<file path="src/rtl/shift_reg_pkg.sv">
// Mode encodings shared by the bidirectional shift register and its stages.
package shift_reg_pkg;

    localparam int unsigned MODE_W = 2;

    typedef logic [MODE_W-1:0] mode_t;

    localparam mode_t MODE_HOLD = 2'b00;
    localparam mode_t MODE_SHR  = 2'b01;
    localparam mode_t MODE_SHL  = 2'b10;
    localparam mode_t MODE_LOAD = 2'b11;

endpackage

</file>
<file path="src/rtl/shift_stage.sv">
// One register stage: 4:1 next-value mux (hold/right/left/load) into a flop
// with asynchronous active-low clear.
module shift_stage
    import shift_reg_pkg::*;
(
    input  logic  clk,
    input  logic  rst_n,
    input  mode_t sel,
    input  logic  right_nb,
    input  logic  left_nb,
    input  logic  load_bit,
    output logic  q
);

    // Unknown or hold select keeps the stored bit.
    always_ff @(posedge clk or negedge rst_n) begin
        if (!rst_n) begin
            q <= 1'b0;
        end else begin
            case (sel)
                MODE_SHR:  q <= right_nb;
                MODE_SHL:  q <= left_nb;
                MODE_LOAD: q <= load_bit;
                default:   q <= q;
            endcase
        end
    end

endmodule

</file>
<file path="src/rtl/shift_reg_lr.sv">
// Parallel-load bidirectional shift register built from WIDTH shift_stage flops.
// Define SHIFT_ROTATE_EN to make both shift modes rotate instead of taking serial inputs.
module shift_reg_lr
    import shift_reg_pkg::*;
#(
    parameter int unsigned WIDTH = 8
) (
    input  logic             clk,
    input  logic             rst_n,
    input  logic [1:0]       select,
    input  logic [WIDTH-1:0] data_in,
    input  logic             ser_in_r,
    input  logic             ser_in_l,
    output logic [WIDTH-1:0] data_out
);

    logic [WIDTH-1:0] q;
    logic [WIDTH-1:0] right_src;
    logic [WIDTH-1:0] left_src;
    logic             right_end;
    logic             left_end;

`ifdef SHIFT_ROTATE_EN
    // Serial inputs are kept on the port list but play no part when rotating.
    logic unused_ser;
    assign unused_ser = ser_in_r ^ ser_in_l;
    assign right_end  = q[0];
    assign left_end   = q[WIDTH-1];
`else
    assign right_end  = ser_in_r;
    assign left_end   = ser_in_l;
`endif

    // Bit i of right_src is stage i+1 (MSB end fed externally); left_src mirrors it.
    assign right_src = {right_end, q[WIDTH-1:1]};
    assign left_src  = {q[WIDTH-2:0], left_end};

    for (genvar i = 0; i < int'(WIDTH); i++) begin : g_stage
        shift_stage u_stage (
            .clk      (clk),
            .rst_n    (rst_n),
            .sel      (mode_t'(select)),
            .right_nb (right_src[i]),
            .left_nb  (left_src[i]),
            .load_bit (data_in[i]),
            .q        (q[i])
        );
    end

    assign data_out = q;

endmodule

</file>
<file path="config.mk">
export PLATFORM = sky130hd
export DESIGN_NAME = shift_reg_lr
export DESIGN_NICKNAME = d
export VERILOG_FILES = /design/src/rtl/shift_reg_pkg.sv /design/src/rtl/shift_stage.sv /design/src/rtl/shift_reg_lr.sv
export SDC_FILE = /design/constraint.sdc
export NUM_CORES = 1
export LEC_CHECK = 0
export ABC_AREA = 1
export BUFFER_PORTS_ARGS = -buffer_cell sky130_fd_sc_hd__buf_2
export CAP_MARGIN = 25
export CORE_AREA = 2 2 39 41
export DETAILED_ROUTE_END_ITERATION = 10
export DIE_AREA = 0 0 41 43
export GPL_ROUTABILITY_DRIVEN = 0
export PLACE_DENSITY_LB_ADDON = 0.12
export SYNTH_ARGS = -nofsm -noshare
export SYNTH_HDL_FRONTEND = slang
export SYNTH_SLANG_ARGS = --single-unit
</file>
<file path="constraint.sdc">
create_clock -name clk -period 0.8 [get_ports clk]
set_input_delay 0.24 -clock clk [delete_from_list [all_inputs] [get_ports clk]]
set_output_delay 0.24 -clock clk [all_outputs]
set_load 0.01 [all_outputs]
</file>
==> impl_metrics.xml <==
<?xml version="1.0" encoding="UTF-8"?>
<metrics>
  <group name="run_status">
    <metric name="outcome" unit="">complete, but fails checks</metric>
    <metric name="failing_checks" unit="">negative setup slack</metric>
  </group>
  <group name="drt">
    <metric name="met2WireLength" unit="microns">656</metric>
    <metric name="route.vias.total" unit="">638</metric>
    <metric name="highest_metal_layer_with_signal_wires" unit="">met4</metric>
    <metric name="firstDrtPassIters" unit="">4</metric>
    <metric name="route.detailed.wl_per_inst" unit="microns">12.1</metric>
    <metric name="drtAntennaViolNets" unit="">0</metric>
    <metric name="vias_per_cell" unit="">5.02</metric>
    <metric name="drc" unit="">0</metric>
    <metric name="drt_wl_total" unit="mm">1.54</metric>
    <metric name="routed_length_on_met1" unit="microns">717</metric>
    <metric name="detailedRoute.firstIterationViolations" unit="">8</metric>
    <metric name="wl_met3" unit="microns">101</metric>
  </group>
  <group name="pwr">
    <metric name="total_power" unit="mW">1.38</metric>
    <metric name="intPower" unit="mW">0.930</metric>
    <metric name="power_density" unit="nW/um^2">1590</metric>
    <metric name="power.clock.fraction" unit="">0.227</metric>
    <metric name="maximum_resistive_drop_on_vdd" unit="mV">0.892</metric>
    <metric name="part_of_the_power_in_registers" unit="">0.365</metric>
    <metric name="power_switching" unit="mW">0.452</metric>
    <metric name="power.share.combinational" unit="">0.408</metric>
    <metric name="power_switching_share" unit="">0.327</metric>
    <metric name="p_leak" unit="nW">0.483</metric>
  </group>
  <group name="cells_and_area">
    <metric name="final-seq-area" unit="sq um">200</metric>
    <metric name="combined_area_of_the_multi_input_logic_cells" unit="sq um">329</metric>
    <metric name="area_delta_synth_final" unit="%">51.0</metric>
    <metric name="top_register" unit="">g_stage.u_stage.q</metric>
    <metric name="largest_register_ffs" unit="">8</metric>
    <metric name="fillCellCount" unit="">120</metric>
    <metric name="final_cells" unit="">127</metric>
    <metric name="biggest_registers_after_layout" unit="">g_stage.u_stage.q (8)</metric>
    <metric name="antenna-diode-count" unit="">0</metric>
    <metric name="post_route_cells_drive_above_1_share" unit="">0.532</metric>
    <metric name="nNetsFinal" unit="">127</metric>
  </group>
  <group name="clock_network">
    <metric name="tritoncts_num_sinks" unit="">8</metric>
    <metric name="tritoncts" unit="">done</metric>
    <metric name="clock_tree.root_cell" unit="">sky130_fd_sc_hd__clkbuf_4</metric>
    <metric name="clkTransAtPathRegs" unit="ps">60</metric>
    <metric name="tritoncts.num_buffers" unit="">3</metric>
    <metric name="cts-htree-levels" unit="">1</metric>
    <metric name="clk-insertion-delay-late" unit="ps">260</metric>
    <metric name="clk_path_buf_depth" unit="">2</metric>
  </group>
  <group name="flow_run">
    <metric name="max_cap_violations" unit="">0</metric>
  </group>
  <group name="worst_setup_path">
    <metric name="reg2reg_depth" unit="">6</metric>
    <metric name="worstSetupPathType" unit="">flop to output port</metric>
    <metric name="crit_cells" unit="">1</metric>
    <metric name="library_cell_contributing_the_largest_single_delay_on_the_critical_path" unit="">sky130_fd_sc_hd__dfrtp_1</metric>
    <metric name="critical_path_peak_fanout" unit="">2</metric>
    <metric name="largest_delay_share_family_worst_path" unit="">flip-flops</metric>
    <metric name="arrival" unit="ps">790</metric>
    <metric name="start_kind" unit="">flop</metric>
    <metric name="largest_incremental_delay_on_the_critical_path" unit="ps">390</metric>
    <metric name="setup.worst_path.end_class" unit="">output port</metric>
    <metric name="critPathBufInv" unit="">1</metric>
    <metric name="required" unit="ps">560</metric>
    <metric name="timing.critical_path.cells" unit="">buf_2</metric>
  </group>
  <group name="logic_synthesis">
    <metric name="synth-seq-area-share" unit="">0.347</metric>
    <metric name="yosys.area.top_type_share" unit="">0.347</metric>
    <metric name="yosysWarnings" unit="">0</metric>
    <metric name="synth_cell_type_count" unit="">13</metric>
    <metric name="synth_area" unit="sq um">577</metric>
    <metric name="yosys.area.top_type" unit="">sky130_fd_sc_hd__dfrtp_1</metric>
    <metric name="mappedNetlistNets" unit="">94</metric>
    <metric name="post_synth_inst_count" unit="">80</metric>
    <metric name="synthTopCellsByArea" unit="">sky130_fd_sc_hd__dfrtp_1 35%, sky130_fd_sc_hd__nand2_1 20%, sky130_fd_sc_hd__nand3_1 18%</metric>
    <metric name="yosys_register_bits" unit="">8</metric>
    <metric name="syn-mean-instance-area" unit="sq um">7.21</metric>
  </group>
  <group name="die">
    <metric name="initial_util" unit="">0.417</metric>
    <metric name="floorplan.io_pins" unit="">22</metric>
    <metric name="core_region_area" unit="sq um">1380</metric>
    <metric name="design.die.area" unit="sq um">1760</metric>
    <metric name="num_rows" unit="">14</metric>
    <metric name="vertical_die_dimension" unit="microns">43</metric>
    <metric name="die-width" unit="microns">41</metric>
  </group>
  <group name="global_routing">
    <metric name="grt_antenna_before_repair" unit="">0</metric>
    <metric name="grt_start_max_net_pins" unit="">10</metric>
    <metric name="via_count_of_the_first_global_routing_pass" unit="">528</metric>
    <metric name="first_pass_grt_wire_length" unit="mm">2.28</metric>
    <metric name="globalRouteOverflowTotal" unit="">0</metric>
    <metric name="grt.total_usage" unit="">0.196</metric>
  </group>
  <group name="timing">
    <metric name="max_clock_skew" unit="ps">5.84</metric>
    <metric name="final_max_slew_viol_count" unit="">0</metric>
    <metric name="timing.setup.tns" unit="ps">-2410</metric>
    <metric name="setup_violating_endpoint_count_in_the_final_report" unit="">16</metric>
    <metric name="final.period_utilization" unit="">1.29</metric>
    <metric name="hold_viol_final" unit="">0</metric>
    <metric name="slew-limit-headroom" unit="">0.843</metric>
    <metric name="unrepaired_setup_endpoints_after_global_routing" unit="">yes</metric>
    <metric name="worst_slack" unit="ps">-232</metric>
    <metric name="period_needed" unit="ps">1030</metric>
    <metric name="tightestPinTransition" unit="ps">235</metric>
    <metric name="maxClockFrequency" unit="GHz">0.969</metric>
    <metric name="whs" unit="ps">302</metric>
  </group>
  <group name="hold_path">
    <metric name="min-delay-path-class" unit="">input pin to flop</metric>
    <metric name="hold-path-cell-count" unit="">5</metric>
  </group>
  <group name="placed_design">
    <metric name="post-place-cells" unit="">114</metric>
    <metric name="detailedPlacementHpwl" unit="mm">1.00</metric>
    <metric name="placement.setup.worst_slack" unit="ps">-153</metric>
    <metric name="count_of_port_buffers_added_during_placement" unit="">21</metric>
  </group>
</metrics>
routing by layer:
metal,GRT usage,up-vias
met3,0.0314,6
met1,0.294,290
li1,-,314
met2,0.244,28
met4,0.140,0
met5,0,-
synth_stat cells:
cell type                 count
sky130_fd_sc_hd__a21oi_2      1
sky130_fd_sc_hd__buf_4        8
sky130_fd_sc_hd__buf_6        2
sky130_fd_sc_hd__buf_8        1
sky130_fd_sc_hd__dfrtp_1      8
sky130_fd_sc_hd__inv_1        1
sky130_fd_sc_hd__inv_2        1
sky130_fd_sc_hd__inv_4        2
sky130_fd_sc_hd__nand2_1     30
sky130_fd_sc_hd__nand3_1     21
sky130_fd_sc_hd__nand3_2      1
sky130_fd_sc_hd__nor2_1       3
sky130_fd_sc_hd__nor2_4       1
path summary, 6_finish.rpt:
kind | from | end | slack [ps]
setup / recovery | g_stage[2].u_stage.q | data_out[2] | -230
hold / removal | ser_in_r | g_stage[7].u_stage.q | 300
setup reg to reg | g_stage[2].u_stage.q | g_stage[1].u_stage.q | -150
hold reg to reg | g_stage[7].u_stage.q | g_stage[7].u_stage.q | 570
max in group asynchronous | rst_n | g_stage[7].u_stage.q | 250
min in group asynchronous | rst_n | g_stage[1].u_stage.q | 370
area by class of cell:
class	instances	share of cell area
multi-input combinational	57	0.378
tap	16	0.0230
sequential	8	0.230
timing repair buffer	39	0.320
inverter	4	0.0230
clock buffer	3	0.0259
kinds of logic (layout without fill, tap and decap cells):
| group | after synthesis | count (layout) | share of synthesized area |
|---|---|---|---|
| and+or+nand+nor | 56 | 56 | 0.434 |
| buffers and inverters | 15 | 46 | 0.204 |
| DFF | 8 | 8 | 0.347 |
| AOI/OAI and AO/OA | 1 | 1 | 0.0152 |
power by group through the flow:
| stage | Combinational [mW] | Sequential, mW | Clock (mW) |
|---|---|---|---|
| 3_3_place_gp | 0.333 | 0.531 | 0 |
| 4_1_cts | 0.458 | 0.492 | 0.332 |
| 6_report | 0.565 | 0.504 | 0.314 |
| 5_1_grt | 0.616 | 0.512 | 0.356 |
| 2_1_floorplan | 0.287 | 0.515 | 0 |
| 3_5_place_dp | 0.337 | 0.529 | 0 |
stage by stage:
stage                util  area [sq um]
floorplan               -           586
global placement    0.480           664
detailed placement  0.480           664
CTS                 0.547           757
global route        0.629           871
finish              0.629           871
repair_timing:
| item | CTS | global route |
|---|---|---|
| endpoints found under the setup margin | 8 | 16 |
| pin swaps | 2 | 8 |
| setup buffers | 8 | 1 |
| gates resized for setup | 0 | 23 |
| hold buffers | 1 | 0 |
| hold endpoints to repair | 8 | 0 |
placed cells by master, fill, tap and decap left out, drive strengths merged:
| cell | netlist | routed |
|---|---|---|
| nand3 | 22 | 22 |
| dlygate4sd3 | 0 | 1 |
| buf | 11 | 38 |
| inv | 4 | 4 |
| nor2 | 4 | 4 |
| nand2 | 30 | 30 |
| clkbuf | 0 | 3 |
| a21oi | 1 | 1 |
| dfrtp | 8 | 8 |
Note: power is estimated with default switching activity, not from simulation.
